--- src/rtl/mem_arb_pkg.sv ---
// Shared types and constants for the instruction/data memory port arbiter.
package mem_arb_pkg;

  typedef enum logic [1:0] {
    IDLE,
    BUSY_I,
    BUSY_D,
    DONE
  } arb_state_t;

  localparam logic [3:0] BE_FULL = 4'b1111;
  localparam int         LANES   = 4;

  function automatic logic [31:0] sext8(input logic [7:0] b);
    return {{24{b[7]}}, b};
  endfunction

endpackage

--- src/rtl/mem_lane_align.sv ---
// Byte-lane steering for the memory port: store replicate + byte enables, load lane select + sign extend.
// Purely combinational; the arbiter registers every result before it leaves the block.
module mem_lane_align
  import mem_arb_pkg::*;
(
  input  logic        st_byte,
  input  logic [1:0]  st_lane,
  input  logic [31:0] st_data,
  output logic [3:0]  st_be,
  output logic [31:0] st_lanes,
  input  logic        ld_byte,
  input  logic [1:0]  ld_lane,
  input  logic [31:0] ld_word,
  output logic [31:0] ld_result
);

  logic [7:0] ld_sel;

  always_comb begin
    st_be    = BE_FULL;
    st_lanes = st_data;
    if (st_byte) begin
      st_be    = 4'b0001 << st_lane;
      st_lanes = {LANES{st_data[7:0]}};
    end
  end

  always_comb begin
    ld_sel = ld_word[7:0];
    for (int i = 0; i < LANES; i++) begin
      if (ld_lane == i[1:0]) ld_sel = ld_word[8*i +: 8];
    end
    ld_result = ld_byte ? sext8(ld_sel) : ld_word;
  end

endmodule

--- src/rtl/mem_arbiter.sv ---
// Arbitrates one memory port between fetch and load/store: data first, fetch served after MAX_D_STREAK data grants.
// Grant-to-ack is 2 cycles minimum; requesters hold req until ack, memory stalls via mem_ready.
module mem_arbiter
  import mem_arb_pkg::*;
#(
  parameter int ADDR_W       = 32,
  parameter int MAX_D_STREAK = 4
) (
  input  logic              clk,
  input  logic              reset,
  input  logic              if_req,
  input  logic [ADDR_W-1:0] if_addr,
  output logic [31:0]       if_rdata,
  output logic              if_ack,
  input  logic              d_req,
  input  logic              d_we,
  input  logic              d_byte,
  input  logic [ADDR_W-1:0] d_addr,
  input  logic [31:0]       d_wdata,
  output logic [31:0]       d_rdata,
  output logic              d_ack,
  output logic              mem_req,
  output logic              mem_we,
  output logic [3:0]        mem_be,
  output logic [ADDR_W-1:0] mem_addr,
  output logic [31:0]       mem_wdata,
  input  logic [31:0]       mem_rdata,
  input  logic              mem_ready,
  output logic              busy
);

  localparam int              SW         = $clog2(MAX_D_STREAK + 1);
  localparam logic [SW-1:0]   STREAK_MAX = SW'(MAX_D_STREAK);

  arb_state_t   state;
  logic [SW-1:0] streak;
  logic         cmd_byte;
  logic [1:0]   cmd_lane;

  logic         fetch_starved;
  logic         grant_d;
  logic [3:0]   st_be;
  logic [31:0]  st_lanes;
  logic [31:0]  ld_result;

  // Fetch word alignment is the requester's job; its low address bits never reach memory.
  logic unused_if_lsb;
  assign unused_if_lsb = ^if_addr[1:0];

  assign fetch_starved = if_req && (streak == STREAK_MAX);
  assign grant_d       = d_req && !fetch_starved;

  // Store side sees the request being granted so byte enables are ready with mem_req;
  // load side sees the lane latched at grant time.
  mem_lane_align u_align (
    .st_byte   (d_byte),
    .st_lane   (d_addr[1:0]),
    .st_data   (d_wdata),
    .st_be     (st_be),
    .st_lanes  (st_lanes),
    .ld_byte   (cmd_byte),
    .ld_lane   (cmd_lane),
    .ld_word   (mem_rdata),
    .ld_result (ld_result)
  );

  always_ff @(posedge clk) begin
    if (reset) begin
      state     <= IDLE;
      streak    <= '0;
      cmd_byte  <= 1'b0;
      cmd_lane  <= 2'b00;
      mem_req   <= 1'b0;
      mem_we    <= 1'b0;
      mem_be    <= 4'b0000;
      mem_addr  <= '0;
      mem_wdata <= '0;
      if_rdata  <= '0;
      d_rdata   <= '0;
      if_ack    <= 1'b0;
      d_ack     <= 1'b0;
      busy      <= 1'b0;
    end else begin
      if_ack <= 1'b0;
      d_ack  <= 1'b0;
      case (state)
        IDLE: begin
          if (grant_d) begin
            state     <= BUSY_D;
            mem_req   <= 1'b1;
            mem_we    <= d_we;
            mem_be    <= st_be;
            mem_addr  <= {d_addr[ADDR_W-1:2], 2'b00};
            mem_wdata <= st_lanes;
            cmd_byte  <= d_byte;
            cmd_lane  <= d_addr[1:0];
            busy      <= 1'b1;
            if (!if_req) begin
              streak <= '0;
            end else if (streak != STREAK_MAX) begin
              streak <= streak + 1'b1;
            end
          end else if (if_req) begin
            state     <= BUSY_I;
            mem_req   <= 1'b1;
            mem_we    <= 1'b0;
            mem_be    <= BE_FULL;
            mem_addr  <= {if_addr[ADDR_W-1:2], 2'b00};
            mem_wdata <= '0;
            cmd_byte  <= 1'b0;
            cmd_lane  <= 2'b00;
            busy      <= 1'b1;
            streak    <= '0;
          end
        end
        BUSY_I: begin
          if (mem_ready) begin
            state    <= DONE;
            mem_req  <= 1'b0;
            if_rdata <= mem_rdata;
            if_ack   <= 1'b1;
          end
        end
        BUSY_D: begin
          if (mem_ready) begin
            state   <= DONE;
            mem_req <= 1'b0;
            d_rdata <= ld_result;
            d_ack   <= 1'b1;
          end
        end
        DONE: begin
          state <= IDLE;
          busy  <= 1'b0;
        end
        default: begin
          state   <= IDLE;
          mem_req <= 1'b0;
          busy    <= 1'b0;
        end
      endcase
    end
  end

endmodule

--- config.mk ---
export PLATFORM = sky130hd
export DESIGN_NAME = mem_arbiter
export DESIGN_NICKNAME = d
export VERILOG_FILES = /design/src/rtl/mem_arb_pkg.sv /design/src/rtl/mem_lane_align.sv /design/src/rtl/mem_arbiter.sv
export SDC_FILE = /design/constraint.sdc
export NUM_CORES = 1
export LEC_CHECK = 0
export CAP_MARGIN = 20
export CORE_MARGIN = 4
export CORE_UTILIZATION = 45
export CTS_BUF_LIST = sky130_fd_sc_hd__clkbuf_16
export CTS_CLUSTER_SIZE = 30
export DETAILED_ROUTE_END_ITERATION = 7
export HOLD_SLACK_MARGIN = 0.12
export PLACE_DENSITY = 0.86
export RECOVER_POWER = 50
export SYNTH_ARGS = -nofsm -noshare
export SYNTH_HDL_FRONTEND = slang
export SYNTH_SLANG_ARGS = --single-unit
--- constraint.sdc ---
create_clock -name clk -period 3.4 [get_ports clk]
set_input_delay 0.34 -clock clk [delete_from_list [all_inputs] [get_ports clk]]
set_output_delay 0.34 -clock clk [all_outputs]
set_load 0.02 [all_outputs]
======== Yosys cells after proc, flatten, opt, wreduce, memory -nomap -nowiden ========
Index checks and enable logic that the tools add are counted.
word-level totals
  output and inout bits ................... 137
  register bits ........................... 145
  input port bits ......................... 135
  logic and storage cells ................. 77
cells by class
  equality and inequality tests ........... 11
  shift-type cells ........................ 1
  add/sub/neg operators ................... 1
  reduce and logical (&&, ||, !) cells .... 17
  multiplexer cells ....................... 31
  bitwise gates (word level) .............. 2
operator list
  operator                                               count
  two-way mux 32 bit                                     6
  two-way mux 8 bit                                      3
  two-way mux 3 bit                                      4
  two-way mux 4 bit                                      3
  two-way mux 2 bit                                      5
  AND reduction 2 bit                                    5
  equality test 2 bit, second input constant             4
  two-way mux 1 bit                                      7
  inequality test 3 bit, second input constant           2
  case mux 2 bit (3 select lines)                        1
  AND reduction 3 bit                                    2
  nonzero test 2 bit                                     3
  OR reduction 2 bit                                     3
  equality test 2 x 1 -> 1 bit, second input constant    2
  case mux 1 bit (2 select lines)                        2
  left shift 1 x 2 -> 4 bit, first input constant        1
  adder 3 x 1 -> 3 bit, second input constant            1
  equality test 3 bit, second input constant             1
  inequality test 3 x 2 -> 1 bit, second input constant  1
  logical AND 1 bit                                      2
  logical NOT 2 bit                                      1
  inequality test 2 x 1 -> 1 bit, second input constant  1
  NOT 1 bit                                              2
  logical NOT 1 bit                                      1

======== Longest topological paths before layout ========
Gate-level depths: netlist (run 1).
  depth after elaboration ................. 6
  mapped depth ............................ 8

======== Hierarchy ========
From an unflattened synthesis (run 1), not the netlist that was laid out.
second synthesis, totals
  cell total of the unflattened synthesis .. 826
  area total of the unflattened synthesis .. 6541.3 um^2
by module, submodules not included
  module          cells an instance  times used  area each (um^2)
  mem_arbiter     650                1           5517.8
  mem_lane_align  176                1           1023.5

======== Worst setup path before layout (run 1) ========
No wires, ideal clock.
  path type ............................... reg-to-reg
  from .................................... register streak[0]
  to ...................................... register mem_addr[19]
  stages on the path, launching flop included .. 9
  slack ................................... 1.974 ns
  arrival ................................. 1.340 ns
  path buffers ............................ 2
  clock period less this slack ............ 1.426 ns
  cells stage by stage .................... dfxtp_1 > inv_1 > ha_1 > nand3_2 > and2_4 > buf_6 > buf_12 > a21oi_2 > a211oi_1
between the ends
  longest elaborated chain between the ends .. 6
ends and longest elaborated chain
  element                        RTL line            source
  start: declaration             mem_arbiter.sv:36   logic [SW-1:0] streak;
  start signal: assignment       mem_arbiter.sv:101  streak <= streak + 1'b1;
  equality test 3 bit (*)        mem_arbiter.sv:50   assign fetch_starved = if_req && (streak == STREAK_MAX);
  logical AND 1 bit (*)          mem_arbiter.sv:50
  logical NOT 1 bit (*)          mem_arbiter.sv:51   assign grant_d = d_req && !fetch_starved;
  logical AND 1 bit (*)          mem_arbiter.sv:51
  nonzero test 2 bit (no line)   --
  AND reduction 2 bit (no line)  --
  end signal: assignment         mem_arbiter.sv:93   mem_addr <= {d_addr[ADDR_W-1:2], 2'b00};
  end signal: assignment         mem_arbiter.sv:108  mem_addr <= {if_addr[ADDR_W-1:2], 2'b00};
  end: declaration               mem_arbiter.sv:25   output logic [ADDR_W-1:0] mem_addr,
Every way passes the cells marked *; elsewhere a longest branch is shown, timed or not.
A chain may end at the register's enable or synchronous reset.

======== Worst setup path after layout (run 1) ========
  from .................................... register state[0]
  to ...................................... register mem_addr[2]
between the ends
  longest elaborated chain between the ends .. 2
ends and longest elaborated chain
  element                        RTL line            source
  start: declaration             mem_arbiter.sv:35   arb_state_t state;
  start signal: assignment       mem_arbiter.sv:69   state <= IDLE;
  start signal: assignment       mem_arbiter.sv:89   state <= BUSY_D;
  start signal: assignment       mem_arbiter.sv:104  state <= BUSY_I;
  logical NOT 2 bit              mem_arbiter.sv:86   case (state)
  AND reduction 2 bit (no line)  --
Every way passes these cells.

==> out/summary.txt, run 1 <==
status - complete, no violations
core area - 0.0134 mm^2
hold buffers post-CTS - 0
final setup skew - 0.00904 ns
clk sinks - 143
peak supply drop - 0.405 mV
total grt overflow - 0
Initial Util - 0.466
first-pass GRT wire length - 32500 um
Routed Antenna Nets - 0
Final Max Slew Viols - 0
Die Y - 126 um
largest cells by area after synthesis - dfxtp_1 46%, nand2_1 8.7%, a21oi_1 7.6%
DR pass1 iterations - 5
total CTS buffers - 17
Yosys warnings - 0
Worst-Skew Late Latency - 0.41 ns
Worst Hold Class - in2reg
WL/cell - 16.7 um
cell taking the most area after synthesis - dfxtp_1
dpl cells - 1200
pwr/cell area - 727 mW/mm^2
PostCTS Resize Cnt - 0
Chip Width - 126 um
ys flop type - dfxtp_1
final hold vios - 0
vias - 6494
Top Ports - 272
drt via density - 5.27
Core Rows - 42
commonest non-fill, non-tap cells in the layout - 172 x clkdlybuf4s50_1, 145 x nand2_1, 143 x dfxtp_1
Worst-path clk slew - 0.06 ns
non-filler instance count after layout - 1232
synth unique cells - 34
fmax - 395 MHz
Crit Path Max Fanout - 64
Crit path required time - 3.73 ns
GR Util All Layers - 0.253
root buffer cell - clkbuf_16
final cycle utilization of the critical path - 0.745
Syn Area/Cell - 7.68 um^2
Syn Inst Count - 814
crit end category - flop
worst endpoint data arrival time - 2.86 ns
CTS tree - built
share of layout cells above drive strength 1 - 0.0521
met1 Use GR - 0.304
worst slew pin tran - 1.49 ns
Startpoint Class - flop
Post CTS Setup Buffer Count - 0
Area growth, synth to finish - 51.8%
gr busiest metal - met2
Clock Path Buffers - 2
met3 usage - 0.0906
Synth top area share - 0.458
vias in the first global route - 6124
Placer Congestion - 0.808
unrepaired setup endpoints after global routing - no
H-tree Lvls - 4
Post-Route WL - 20500 um
setup TNS - 0 ns
grt met2 use - 0.422
DRT iter0 DRCs - 619
min cycle time layout - 2.53 ns
P_leak - 0.00388 uW
CP Class - reg2reg
Yosys reg bits - 143
# diodes - 0
final setup fails - 0
Port Buf Inserts - 267
DRC - 0
Layout Nets - 1185
largest net degree at the start of global routing - 83
post-synthesis sequential area ratio - 0.458
dpl hpwl - 14600 um
Post-synth EDFFs - 0
most common cell after layout, fill and taps aside - clkdlybuf4s50_1
cell area after synthesis - 0.00625 mm^2
ys async rst share - 0
antenna violations before repair - 0
# Max-Cap Violations - 0
die area - 0.0158 mm^2
Slew HR - 0.00518
==> power breakdown <==
part	total, uW	switching (uW)	internal [uW]
clock network	1910	695	1210
registers	2230	187	2040
logic	2760	1610	1150
==> Yosys cell counts, drive strengths merged, types with 2 or more instances <==
master,n
a211oi,31
a21oi,105
and2,3
buf,40
clkbuf,30
dfxtp,143
ha,7
inv,63
mux2i,16
nand2,145
nand2b,2
nand3,37
nor2,75
nor2b,2
nor3,5
o21ai,59
o22ai,42
==> worst max-delay path: stages (launching register included) <==
cell	delay [ns]
dfxtp_1	0.38
inv_1	0.10
ha_1	0.30
o21ai_4	0.12
clkbuf_2	1.11
a21oi_1	0.10
a211oi_1	0.29
==> path summary, 6_finish.rpt <==
check	start	end	slack, ns	cells past startpoint
worst max-delay path	state[0]	mem_addr[2]	0.87	6
worst min-delay path	reset	d_rdata[1]	0.44	2
worst max register to register	state[0]	mem_addr[2]	0.87	6
worst min register to register	if_rdata[18]	if_rdata[18]	0.45	2
==> sequential cells by signal, indices dropped and copies added (netlist names) <==
signal,cells
busy,1
cmd_byte,1
cmd_lane,2
d_ack,1
d_rdata,32
if_ack,1
if_rdata,32
mem_addr,30
mem_be,4
mem_req,1
mem_wdata,32
mem_we,1
state,2
streak,3
==> area by class of cell <==
class,instances,area [um^2]
Fill cell,1041,3920
Clock buffer,17,425
Sequential cell,143,2860
Timing Repair Buffer,279,2780
Inverter,63,236
Multi-Input combinational cell,539,2790
Clock inverter,15,176
Tap cell,176,220
==> metal layers <==
metal,share of wire,vias up
met2,0.49,274
met3,0.090,33
li1,-,3190
met1,0.40,2997
met4,0.024,0
met5,0,-
==> kinds of logic after synthesis <==
family / synth area share
and+or+nand+nor: 0.177
AOI/OAI and AO/OA: 0.228
DFF: 0.458
buffers and inverters: 0.0969
muxes: 0.0256
adders and majority gates: 0.0140
other: 0.000600
==> per-stage QoR <==
stage                     hold slack, ns  total power [uW]  utilization  instance area (um^2)  setup WS [ns]
final                              0.435              6890        0.708                  9490          0.866
after global routing               0.452              7290        0.708                  9490          0.673
after CTS                          0.424              7060        0.711                  9530           1.27
after detailed placement           0.446              5140        0.667                  8930           1.00
after global placement             0.441              5070        0.665                  8900           1.05
after floorplan                    0.444              3960            -                  6250           1.97
Power figures use the tool's default switching activity.
==> run 2: changes to the inputs <==
--- a/config.mk
+++ b/config.mk
@@ -7,12 +7,12 @@
 export LEC_CHECK = 0
 export CAP_MARGIN = 20
 export CORE_MARGIN = 4
-export CORE_UTILIZATION = 45
+export CORE_UTILIZATION = 38
 export CTS_BUF_LIST = sky130_fd_sc_hd__clkbuf_16
 export CTS_CLUSTER_SIZE = 30
 export DETAILED_ROUTE_END_ITERATION = 7
 export HOLD_SLACK_MARGIN = 0.12
-export PLACE_DENSITY = 0.86
+export PLACE_DENSITY = 0.77
 export RECOVER_POWER = 50
 export SYNTH_ARGS = -nofsm -noshare
 export SYNTH_HDL_FRONTEND = slang
==> constraint.sdc (replaced) <==
create_clock -name clk -period 2.3 [get_ports clk]
set_input_delay 0.23 -clock clk [delete_from_list [all_inputs] [get_ports clk]]
set_output_delay 0.23 -clock clk [all_outputs]
set_load 0.02 [all_outputs]
==> run 2 against run 1 <==
  * Register-to-register slack got worse by 0.46 ns
  * Core utilization shrank 11 points
  * Via count down 0.17%
  * Sequential share of layout area is 0.39 points lower
  * Routed wire length is 0.65% lower
  * Worst setup slack worse by 0.46 ns
  * Final cell count grew 3.6%
  * Total power grew 47%
  * Combinational power increased by 49%
  * First-iteration DRC count down 24%
  * Clock-buffer cell count did not move
  * Worst hold slack worse by 0.079 ns
==> out/summary.txt, run 2 (synthesis results as in run 1) <==
status - complete, no violations
vias in the first global route - 6067
worst r2r src - state[0]
Placer Congestion - 0.843
pwr/cell area - 1050 mW/mm^2
fmax - 528 MHz
area post-placement - 0.00905 mm^2
drt via density - 5.08
Buf/Inv on CP - 2
first-pass GRT wire length - 31500 um
worst slew pin tran - 0.781 ns
Crit path depth - 6
CP Class - reg2reg
total CTS buffers - 17
P_leak - 0.00392 uW
Startpoint Class - flop
crit path launch - state[0]
Core Rows - 46
root buffer cell - clkbuf_16
design area - 0.00961 mm^2
unrepaired setup endpoints after global routing - no
beginning of the worst hold path - if_addr[2]
share of layout cells above drive strength 1 - 0.0594
Slowest Stage Delay on Critical Path - 0.55 ns
CTS tree - built
Post CTS Setup Buffer Count - 0
Initial Util - 0.391
dpl hpwl - 14500 um
final setup skew - 0.00632 ns
hold buffers post-CTS - 0
setup TNS - 0 ns
Slew HR - 0.479
total grt overflow - 0
DRT iter0 DRCs - 469
Final Power - 10100 uW
Die Y - 136 um
Worst-path clk slew - 0.06 ns
Worst-Skew Late Latency - 0.42 ns
H-tree Lvls - 4
hold path depth - 3
final hold vios - 0
most common cell after layout, fill and taps aside - clkdlybuf4s50_1
Final Core Density - 0.601
core area - 0.0160 mm^2
Largest regs - d_rdata x32, if_rdata x32, mem_wdata x32
antenna violations before repair - 0
Crit path required time - 2.63 ns
vias - 6483
commonest non-fill, non-tap cells in the layout - 171 x clkdlybuf4s50_1, 145 x nand2_1, 143 x dfxtp_1
min cycle time layout - 1.90 ns
largest net degree at the start of global routing - 144
PostCTS Resize Cnt - 0
Worst Hold Class - in2reg
DR pass1 iterations - 5
DRC - 0
clk sinks - 143
final setup fails - 0
CP max stage cell - clkbuf_4
Crit Path Max Fanout - 53
peak supply drop - 0.667 mV
Top delay family on crit path - buffers and inverters
final cycle utilization of the critical path - 0.824
dpl cells - 1245
Clock Path Buffers - 2
Area growth, synth to finish - 53.8%
Top Ports - 272
WL/cell - 16.0 um
# Max-Cap Violations - 0
worst endpoint data arrival time - 2.22 ns
non-filler instance count after layout - 1276
die area - 0.0186 mm^2
Chip Width - 136 um
Routed Antenna Nets - 0
crit end category - flop
Port Buf Inserts - 267
Layout Nets - 1190
Final Max Slew Viols - 0
worst reg2reg path depth - 6
Post-Route WL - 20400 um
# diodes - 0
crit-path cells - inv_1 > ha_1 > o21ai_4 > clkbuf_4 > a21oi_1 > a211oi_1
GR Util All Layers - 0.216
[run 2: changes by cell type in the layout (fill, tap and decap cells not counted), sizes merged]
cell | previous run | this run
buf | 10 | 15
bufinv | 4 | 3
clkdlybuf4s50 | 172 | 171
clkinv | 9 | 7
clkinvlp | 1 | 3
dlygate4sd3 | 94 | 95
[run 2: power breakdown]
part / total, uW / switching, uW / internal, uW
clock network: 2730 / 1050 / 1680
registers: 3290 / 274 / 3020
logic: 4110 / 2380 / 1730
total: 10100 / 3710 / 6420
[run 2: layer usage]
layer	GRT usage	wire length (um)	part of all wire
met5	0	0	0
met4	0.0733	435	0.021
met3	0.0836	2250	0.11
met2	0.362	9670	0.47
met1	0.252	8050	0.39
[run 2: worst min-delay path: stages]
cell	delay [ns]
clkdlybuf4s50_1	0.39
nand2_1	0.05
a211oi_1	0.05
[run 2: final timing paths]
| kind | to | slack, ns |
|---|---|---|
| hold / removal | mem_addr[2] | 0.36 |
| setup reg to reg | mem_addr[4] | 0.40 |
| setup / recovery | mem_addr[4] | 0.40 |
| hold reg to reg | mem_wdata[18] | 0.45 |
[run 2: layout make-up]
cell class / count / area (um^2)
clock buffers: 17 / 425
inverters: 63 / 236
repair buffers: 284 / 2870
clock inverters: 14 / 151
fillers: 1456 / 6390
flip-flops and latches: 143 / 2860
well taps: 216 / 270
multi-input cells: 539 / 2800
[run 2: per-stage QoR]
step / setup WS [ns] / hold slack, ns
2_1_floorplan: 0.874 / 0.366
3_3_place_gp: 0.409 / 0.440
3_5_place_dp: 0.356 / 0.446
4_1_cts: 0.559 / 0.340
5_1_grt: 0.261 / 0.351
6_report: 0.404 / 0.356
==> run 3: changes to the inputs <==
--- a/config.mk
+++ b/config.mk
@@ -7,12 +7,12 @@
 export LEC_CHECK = 0
 export CAP_MARGIN = 20
 export CORE_MARGIN = 4
-export CORE_UTILIZATION = 38
+export CORE_UTILIZATION = 42
 export CTS_BUF_LIST = sky130_fd_sc_hd__clkbuf_16
 export CTS_CLUSTER_SIZE = 30
 export DETAILED_ROUTE_END_ITERATION = 7
 export HOLD_SLACK_MARGIN = 0.12
-export PLACE_DENSITY = 0.77
+export PLACE_DENSITY = 0.81
 export RECOVER_POWER = 50
 export SYNTH_ARGS = -nofsm -noshare
 export SYNTH_HDL_FRONTEND = slang
==> constraint.sdc (replaced) <==
create_clock -name clk -period 1.75 [get_ports clk]
set_input_delay 0.175 -clock clk [delete_from_list [all_inputs] [get_ports clk]]
set_output_delay 0.175 -clock clk [all_outputs]
set_load 0.02 [all_outputs]
==> run 3 against run 2 <==
  * Register-to-register slack got worse by 0.29 ns
  * Clock skew down 0.0019 ns
  * Final cell count fell by 1.3%
  * Global-route usage is 2.3 points higher
  * Clock-buffer cell count unchanged
  * Combinational power up 39%
  * Die area down 9.0%
  * Fmax up 16%
  * Largest power group unchanged
==> out/summary.txt, run 3 (synthesis results as in run 1) <==
Chip Width - 130 um
Worst-Skew Late Latency - 0.42 ns
H-tree Lvls - 4
Final Core Density - 0.675
Startpoint Class - flop
final cycle utilization of the critical path - 0.937
gr busiest metal - met2
most common cell after layout, fill and taps aside - clkdlybuf4s50_1
CP max stage cell - dfxtp_1
non-filler instance count after layout - 1260
core area - 0.0145 mm^2
final setup fails - 0
Slew HR - 0.559
crit end category - flop
pwr/cell area - 1420 mW/mm^2
P_leak - 0.00399 uW
peak supply drop - 0.750 mV
crit-path cells - inv_1 > ha_1 > nand3_2 > and2_4 > buf_12 > a21oi_1 > a211oi_1
met3 usage - 0.0819
grt met2 use - 0.402
Crit Path Max Fanout - 28
Worst Hold Class - in2reg
Port Buf Inserts - 267
hold buffers post-CTS - 0
GR Util All Layers - 0.239
Final Power - 13900 uW
Top Ports - 272
Core Rows - 44
Slowest Stage Delay on Critical Path - 0.33 ns
CTS tree - built
total CTS buffers - 17
Initial Util - 0.430
Worst-path clk slew - 0.06 ns
vias - 6620
DRT iter0 DRCs - 415
Clock Path Buffers - 2
vias in the first global route - 6167
worst r2r src - streak[0]
worst slew pin tran - 0.661 ns
antenna violations before repair - 0
share of layout cells above drive strength 1 - 0.0716
Crit path required time - 2.09 ns
Routed Antenna Nets - 0
# Max-Cap Violations - 0
first-pass GRT wire length - 31700 um
DRC - 0
Post-Route WL - 20900 um
met1 Use GR - 0.285
status - complete, no violations
Final Max Slew Viols - 0
fmax - 610 MHz
Area growth, synth to finish - 57.0%
CP Class - reg2reg
largest net degree at the start of global routing - 78
Worst R2R End - mem_addr[31]
dpl hpwl - 14800 um
final setup skew - 0.00441 ns
root buffer cell - clkbuf_16
total grt overflow - 0
worst reg2reg path depth - 7
Layout Nets - 1205
commonest non-fill, non-tap cells in the layout - 186 x clkdlybuf4s50_1, 145 x nand2_1, 143 x dfxtp_1
Largest regs - d_rdata x32, if_rdata x32, mem_wdata x32
Placer Congestion - 0.827
# diodes - 0
Worst Setup EP - mem_addr[31]
drt via density - 5.25
dpl cells - 1226
unrepaired setup endpoints after global routing - no
crit path launch - streak[0]
DR pass1 iterations - 5
clk sinks - 143
min cycle time layout - 1.64 ns
worst endpoint data arrival time - 1.98 ns
flop2flop setup slack - 0.11 ns
die area - 0.0169 mm^2
final hold vios - 0
WL/cell - 16.6 um
Die Y - 130 um
## run 3: cell count changes in the layout (fill, tap and decap cells not counted), moves of 2 or more
cell             delta
buf_12              +5
buf_4               +6
bufinv_16           +2
clkdlybuf4s50_1    +15
clkinv_2            -2
dlygate4sd3_1      -15
## run 3: worst max-delay path: cells and delay by family, from the launching register on
family / cells / cell delay [ns]
adders and majority gates: 1 / 0.23
DFF: 1 / 0.33
buffers and inverters: 2 / 0.27
AOI/OAI and AO/OA: 2 / 0.30
and+or+nand+nor: 2 / 0.41
## run 3: area by class of cell
class / instances / area, um^2
multi-input cells: 541 / 2820
flip-flops and latches: 143 / 2860
fillers: 1185 / 4720
clock inverters: 15 / 201
clock buffers: 17 / 425
inverters: 63 / 236
repair buffers: 297 / 3030
well taps: 184 / 230
## run 3: layer usage
metal | routed length (um) | vias up
li1 | - | 3237
met1 | 8290 | 3034
met2 | 10000 | 315
met3 | 2100 | 34
met4 | 473 | 0
met5 | 0 | -
## run 3: stage by stage
step / hold slack, ns / TNS, ns / worst slack (ns) / cell area [um^2]
global placement: 0.441 / 0 / 0.0675 / 9170
floorplan: 0.311 / 0 / 0.324 / 6250
CTS: 0.236 / 0 / 0.0113 / 9800
finish: 0.241 / 0 / 0.110 / 9810
detailed placement: 0.446 / -0.000385 / -0.000385 / 9170
global route: 0.241 / 0 / 0.00466 / 9810
## run 3: timing repair
| item | CTS | global route |
|---|---|---|
| setup endpoints to repair | 0 | 40 |
| buffers inserted | 0 | 0 |
| gates resized for setup | 0 | 3 |
## run 3: worst min path at each step
stage / from / end / slack [ns] / cells past startpoint
2_1_floorplan: mem_rdata[0] / if_rdata[0] / 0.31 / 2
3_3_place_gp: mem_wdata[10] / mem_wdata[10] / 0.44 / 2
3_5_place_dp: mem_wdata[4] / mem_wdata[4] / 0.45 / 2
4_1_cts: reset / d_rdata[0] / 0.24 / 3
5_1_grt: reset / d_rdata[0] / 0.24 / 3
6_report: reset / d_rdata[0] / 0.24 / 3
## run 3: report_power, final
part           switching (uW)  leakage, uW  internal [uW]  total (uW)
Clock                    1360     0.000305           2490        3860
Combinational            3220      0.00251           2500        5710
Sequential                364      0.00117           3970        4330
